$ cat config.mk
export PLATFORM = sky130hd
export DESIGN_NAME = sine_table_loader
export DESIGN_NICKNAME = d
export VERILOG_FILES = /design/src/rtl/nco_pkg.sv /design/src/rtl/sine_table_loader.sv
export SDC_FILE = /design/constraint.sdc
export NUM_CORES = 1
export LEC_CHECK = 0
export CAP_MARGIN = 20
export CORE_MARGIN = 5
export CORE_UTILIZATION = 30
export DETAILED_ROUTE_END_ITERATION = 8
export GPL_TIMING_DRIVEN = 0
export PLACE_DENSITY = 0.53
export SETUP_SLACK_MARGIN = 0.05
export SLEW_MARGIN = 40
export SYNTH_ARGS = -nofsm -noshare
export SYNTH_HDL_FRONTEND = slang
export SYNTH_SLANG_ARGS = --single-unit
$ cat constraint.sdc
create_clock -name clk -period 3.3 [get_ports clk]
set_clock_uncertainty 0.05 [all_clocks]
set_input_delay 0.33 -clock clk [delete_from_list [all_inputs] [get_ports clk]]
set_output_delay 0.33 -clock clk [all_outputs]
set_load 0.02 [all_outputs]
$ cat src/rtl/nco_pkg.sv
// Shared NCO definitions: table geometry and the loader state encoding,
// used by the loader, counter and readback blocks.
package nco_pkg;

  localparam int NCO_ADDR_W  = 8;
  localparam int NCO_DATA_W  = 16;
  localparam int NCO_MAX_LEN = 512;

  typedef enum logic [2:0] {
    IDLE,
    GET_LO,
    GET_HI,
    WRITE,
    DONE
  } loader_state_t;

endpackage

$ cat src/rtl/sine_table_loader.sv
// Writer side of the NCO sine-table RAMs: packs a byte stream (low byte first)
// into 16-bit samples and issues single-cycle writes into two 256-entry banks.
module sine_table_loader
  import nco_pkg::*;
#(
  parameter int ADDR_W  = NCO_ADDR_W,
  parameter int DATA_W  = NCO_DATA_W,
  parameter int MAX_LEN = NCO_MAX_LEN
) (
  input  logic              clk,
  input  logic              rst,
  input  logic              start,
  input  logic              abort,
  input  logic [9:0]        n_words,
  input  logic              in_valid,
  input  logic [7:0]        in_byte,
  output logic              in_ready,
  output logic              csb0,
  output logic [ADDR_W-1:0] addr0,
  output logic [DATA_W-1:0] din0,
  output logic              csb1,
  output logic [ADDR_W-1:0] addr1,
  output logic [DATA_W-1:0] din1,
  output logic              busy,
  output logic              done,
  output logic [9:0]        word_count
);

  localparam logic [9:0] MAX_LEN_W = 10'(MAX_LEN);

  loader_state_t     state_reg, state_next;
  logic [ADDR_W:0]   ptr_reg;
  logic [9:0]        len_reg;
  logic [7:0]        lo_reg;

  logic              handshake;
  logic              accept_start;
  logic              last_word;
  logic [9:0]        ptr_inc;
  logic [9:0]        len_clipped;
  logic [DATA_W-1:0] word_packed;

  assign handshake    = in_valid & in_ready;
  assign accept_start = start & ~abort & ((state_reg == IDLE) | (state_reg == DONE));
  assign ptr_inc      = 10'(ptr_reg) + 10'd1;
  assign last_word    = (ptr_inc == len_reg);
  assign len_clipped  = ((n_words == 10'd0) || (n_words > MAX_LEN_W)) ? MAX_LEN_W : n_words;
  assign word_packed  = DATA_W'({in_byte, lo_reg});

  always_comb begin
    state_next = state_reg;
    case (state_reg)
      IDLE, DONE: if (accept_start) state_next = GET_LO;
      GET_LO: begin
        if (abort)          state_next = IDLE;
        else if (handshake) state_next = GET_HI;
      end
      GET_HI: begin
        if (abort)          state_next = IDLE;
        else if (handshake) state_next = WRITE;
      end
      WRITE: begin
        if (abort)          state_next = IDLE;
        else if (last_word) state_next = DONE;
        else                state_next = GET_LO;
      end
      default:              state_next = IDLE;
    endcase
  end

  always_ff @(posedge clk or posedge rst) begin
    if (rst) begin
      state_reg  <= IDLE;
      ptr_reg    <= '0;
      len_reg    <= '0;
      lo_reg     <= '0;
      in_ready   <= 1'b0;
      csb0       <= 1'b1;
      csb1       <= 1'b1;
      addr0      <= '0;
      addr1      <= '0;
      din0       <= '0;
      din1       <= '0;
      busy       <= 1'b0;
      done       <= 1'b0;
      word_count <= '0;
    end else begin
      state_reg <= state_next;
      // Ready follows the next state so it is up in the same cycle as GET_LO/GET_HI.
      in_ready  <= (state_next == GET_LO) || (state_next == GET_HI);
      csb0      <= 1'b1;
      csb1      <= 1'b1;
      case (state_reg)
        IDLE, DONE: begin
          if (accept_start) begin
            len_reg    <= len_clipped;
            ptr_reg    <= '0;
            word_count <= '0;
            done       <= 1'b0;
            busy       <= 1'b1;
          end
        end
        GET_LO: begin
          if (abort)          busy   <= 1'b0;
          else if (handshake) lo_reg <= in_byte;
        end
        GET_HI: begin
          if (abort) begin
            busy <= 1'b0;
          end else if (handshake) begin
            // Write strobe is registered here so it is low for exactly the WRITE cycle.
            if (ptr_reg[ADDR_W]) begin
              csb1  <= 1'b0;
              addr1 <= ptr_reg[ADDR_W-1:0];
              din1  <= word_packed;
            end else begin
              csb0  <= 1'b0;
              addr0 <= ptr_reg[ADDR_W-1:0];
              din0  <= word_packed;
            end
          end
        end
        WRITE: begin
          // The write in this cycle is committed even when abort arrives with it.
          word_count <= ptr_inc;
          ptr_reg    <= (ADDR_W + 1)'(ptr_inc);
          if (abort) begin
            busy <= 1'b0;
          end else if (last_word) begin
            busy <= 1'b0;
            done <= 1'b1;
          end
        end
        default: busy <= 1'b0;
      endcase
    end
  end

endmodule
---- Word-level counts from Yosys, hierarchy flattened ----
Cells that the tools add are included.
word-level totals
  input bits .............................. 23
  bits in latches ......................... 0
  bits in writable memories ............... 0
  register bits after elaboration ......... 93
  memories kept ........................... 0
  bits in read-only memories .............. 0
  logic and storage cells ................. 78
operators by class
  magnitude comparators ................... 1
  div/mod/pow operators ................... 0
  equal/unequal tests ..................... 12
  shifts and indexed selects .............. 0
  muxes and demuxes ....................... 30
  multiply operators ...................... 0
  bitwise operators ....................... 6
  reductions and logical operators ........ 14
  add/subtract/negate cells ............... 1
operators with widths
  operator                                                number
  two-way mux 3 bit                                       7
  two-way mux 10 bit                                      2
  one-hot mux 10 bit (2 select lines)                     1
  one-hot mux 9 bit (2 select lines)                      1
  two-way mux 1 bit                                       15
  one-hot mux 3 bit (4 select lines)                      1
  AND reduction 4 bit                                     3
  adder 9 x 1 -> 10 bit (second input constant)           1
  equality test 10 bit                                    1
  greater-than comparator 10 bit (second input constant)  1
  zero test 10 bit                                        1
  equality test 3 x 2 -> 1 bit (second input constant)    3
  two-way mux 9 bit                                       1
  equality test 3 x 1 -> 1 bit (second input constant)    2
  != test 2 bit (second input constant)                   3
  AND reduction 3 bit                                     2
  AND reduction 2 bit                                     2
  OR reduction 2 bit                                      2
  bitwise AND 1 bit                                       3
  equality test 3 bit (second input constant)             1
  zero test 3 bit                                         1
  != test 3 bit (second input constant)                   1
  one-hot mux 1 bit (3 select lines)                      1
  logical OR 1 bit                                        2
  5 further kinds                                         6

---- Longest topological paths before layout ----
  word-level depth ........................ 7
  gate-level depth with buffers ........... 7

---- Worst setup path after synthesis ----
No wires, ideal clock.
  path type ............................... register to register
  start ................................... reg, netlist name word_count[1]
  end ..................................... reg state_reg[2]
  data arrival time ....................... 1948 ps
  period minus slack after synthesis ...... 2063 ps
  cell stages (with the launch flop) ...... 8
  slack ................................... 1237 ps
  cells stage by stage .................... dfrtp_1 ha_1 and3_4 and3_2 xnor2_1 o2111ai_1 nor4_2 a31o_1
RTL lines
  element               RTL line                 text
  to (signal assigned)  sine_table_loader.sv:88  state_reg <= state_next;
  to (decl)             sine_table_loader.sv:31  loader_state_t state_reg, state_next;

==> key figures <==
Global routing
  – GRT Overall Usage: 0.123
  – First-pass GRT wire length: 14,200 um
  – Largest net degree at the start of global routing: 56
  – Global route overflow: 0
  – Vias in the first global route: 2,722
  – Initial antenna violation count: 0

CTS
  – TritonCTS sink count: 84
  – PostCTS Resize Cnt: 0
  – Clock latency on the worst-skew pair: around 0.34 ns
  – Clk slew on worst S/H paths: ~0.060 ns
  – H-tree level count: 3
  – Cts hold-fix bufs: 0
  – Max Root-Sink Buffers: 2
  – Clock root cell: clkbuf_16
  – CTS tree: built
  – CTS buffer count: 9
  – Setup Buffers After CTS: 0

Cells and area
  – Commonest cells after routing, fill and taps aside: clkdlybuf4s50_1, dfrtp_1, mux2_2
  – Area Growth Syn to Fin: 38.0%
  – Commonest non-fill, non-tap cell in the layout: clkdlybuf4s50_1
  – Fraction of layout cells with a size suffix above 1: 0.238
  – Top flop regs: din0 (16), din1 (16)
  – # diodes: 0
  – Final Core Density: 0.420
  – Post-route insts no fill: between 500 and 600
  – Fin nets: 431

Synth
  – Area leader, netlist: dfrtp_1
  – Top cell type's share of synthesized area: 0.539
  – Post-Synthesis Cells: 311
  – Post-Syn Nets: between 300 and 400
  – Synthesized area per cell: between 10 and 15 um^2
  – Post-synth EDFFs: 0
  – Netlist Area Pre-Place: 3800 um^2
  – Asr flop ratio synth: 1.00
  – Ys flop type: dfrtp_1
  – Top post-synthesis cells by area: dfrtp_1, mux2_2, o21ai_0
  – Seq/Total Area, Yosys: 0.553
  – Ys Warns: 0
  – Distinct cells, synth: 49
  – Seq cells post-synth: 84

Critical path
  – R2r startpoint: word_count[1]$_DFFE_PP0P_
  – Worst Setup SP: word_count[1]$_DFFE_PP0P_
  – Crit Path Class: reg2reg
  – Critical path's top delay family: simple AND/OR/NAND/NOR gates
  – Worst setup SP type: register
  – Worst R2R Setup Slack: between 1 and 1.5 ns
  – WP data arrival: 2.50 ns
  – CP peak stage delay: 0.54 ns
  – Worst EP required: 3.53 ns
  – Buf+Inv Stages, Crit Path: 0
  – Crit-path cells: ha_1 -> and3_4 -> and3_2 -> xnor2_1 -> o2111ai_1 -> nor4_2 -> a31o_1
  – CP Capture Type: register
  – Worst-path fanout max: 9
  – Worst path slowest cell: dfrtp_1

Outcome
  – Status: complete, no violations

STA
  – Fmax: 439 MHz
  – Period minus WS final: between 2 and 2.5 ns
  – Final Max Tran Viols: 0
  – RSZ-0062 raised after global routing: no
  – Setup ws final: 1.02 ns
  – Final Hold Viols: 0
  – # setup viols final: 0
  – Setup TNS after final layout: 0 ns
  – Relative slew slack: 0.561
  – Worst Max-Slew Pin Slew: 0.655 ns
  – Post-route clock period utilization: 0.690
  – Hold slack final: 0.297 ns

Route
  – DRC viols: 0
  – 1st-pass router iterations: 4
  – Iteration-0 DRC Markers: 130
  – Met3 wire len: between 400 and 500 um
  – Routed WL: 8800 um
  – Max layer used: met4
  – Via count of the routed design: 2,661
  – Avg WL per Cell: 15.1 um
  – Routed Antenna Nets: 0
  – WL met1: approximately 4200 um
  – Vias per cell: around 4.6
  – Wire length on met2: just over 4000 um

Placement
  – Number of port buffers: 84
  – Cell total after placement: ~570
  – Dpl ws: 0.903 ns
  – Final GP Congestion: 0.807
  – DP HPWL: about 6700 um

Floorplan
  – Die X: 123 um
  – I/O pin total: 86
  – DIE AREA: 15,000 um^2
  – Core area: between 10,000 and 15,000 um^2
  – Die Y: 123 um
  – Starting Density: 0.304
  – Rows: 41

Run
  – Max cap viols: 0

Power and ir drop
  – Pwr/cell area: 496 nW/um^2
  – VDD IR max: 0.192 mV
  – P_leak: 2.35 nW

Hold path
  – Worst hold path type: in2async
[power by group]
part	total [mW]	leakage (nW)	internal (mW)	switching [mW]
Sequential	1.14	1.14	1.10	0.0475
Clock	1.19	0.172	0.783	0.405
Combinational	0.273	1.03	0.137	0.136
[logic make-up after synthesis]
logic type,synth area share
simple gates,0.126
flops,0.553
mux,0.163
compound gates,0.0809
buf+inv,0.0375
xor+xnor,0.0365
fa+ha+maj,0.00329
[stage by stage]
step | instance area (um^2) | total power, mW
2_1_floorplan | 3800 | 1.33
3_3_place_gp | 4860 | 1.43
3_5_place_dp | 4890 | 1.44
4_1_cts | 5250 | 2.65
5_1_grt | 5250 | 2.73
6_report | 5250 | 2.61
[cells in the mapped netlist, types with 2 or more instances]
cell and count:
mux2_2 52, and3_1 3, buf_4 4, nand3_1 4, clkbuf_1 3, o22ai_1 3
nor3_1 4, dfstp_2 2, buf_6 6, and3_4 2, inv_1 3, nor2_1 19
dfrtp_1 82, a21oi_1 10, xnor2_1 10, o21ai_0 24, a211oi_1 4, nand2b_1 9
mux2_1 3, nand4_1 2, a22o_1 2, o41ai_1 2, nand2_1 27, xor2_1 4
nor4_1 2, nand2b_4 2
[layer usage]
metal / vias up / track usage
li1: 1282 / -
met1: 1290 / 0.166
met2: 78 / 0.191
met3: 11 / 0.0323
met4: 0 / 0.0441
met5: - / 0
[final timing paths]
check,to,depth (start not counted)
max in group asynchronous,csb0$_DFF_PP1_,3
worst min-delay path,din1[1]$_DFFE_PP0P_,2
worst max register to register,state_reg[2]$_DFF_PP0_,7
worst min register to register,addr1[4]$_DFFE_PP0P_,2
worst max-delay path,state_reg[2]$_DFF_PP0_,7
min in group clk,len_reg[9]$_DFFE_PP0P_,3
[area by class of cell]
cell class                 count  area (um^2)
buffer                        16          131
timing repair buffer          85          868
inverter                       3         16.3
sequential                    84         2100
clock inverter                 5          106
fill                        1248         7260
clock buffer                  11          253
tap                          172          215
multi-input combinational    208         1560
Power figures use the tool's default switching activity.
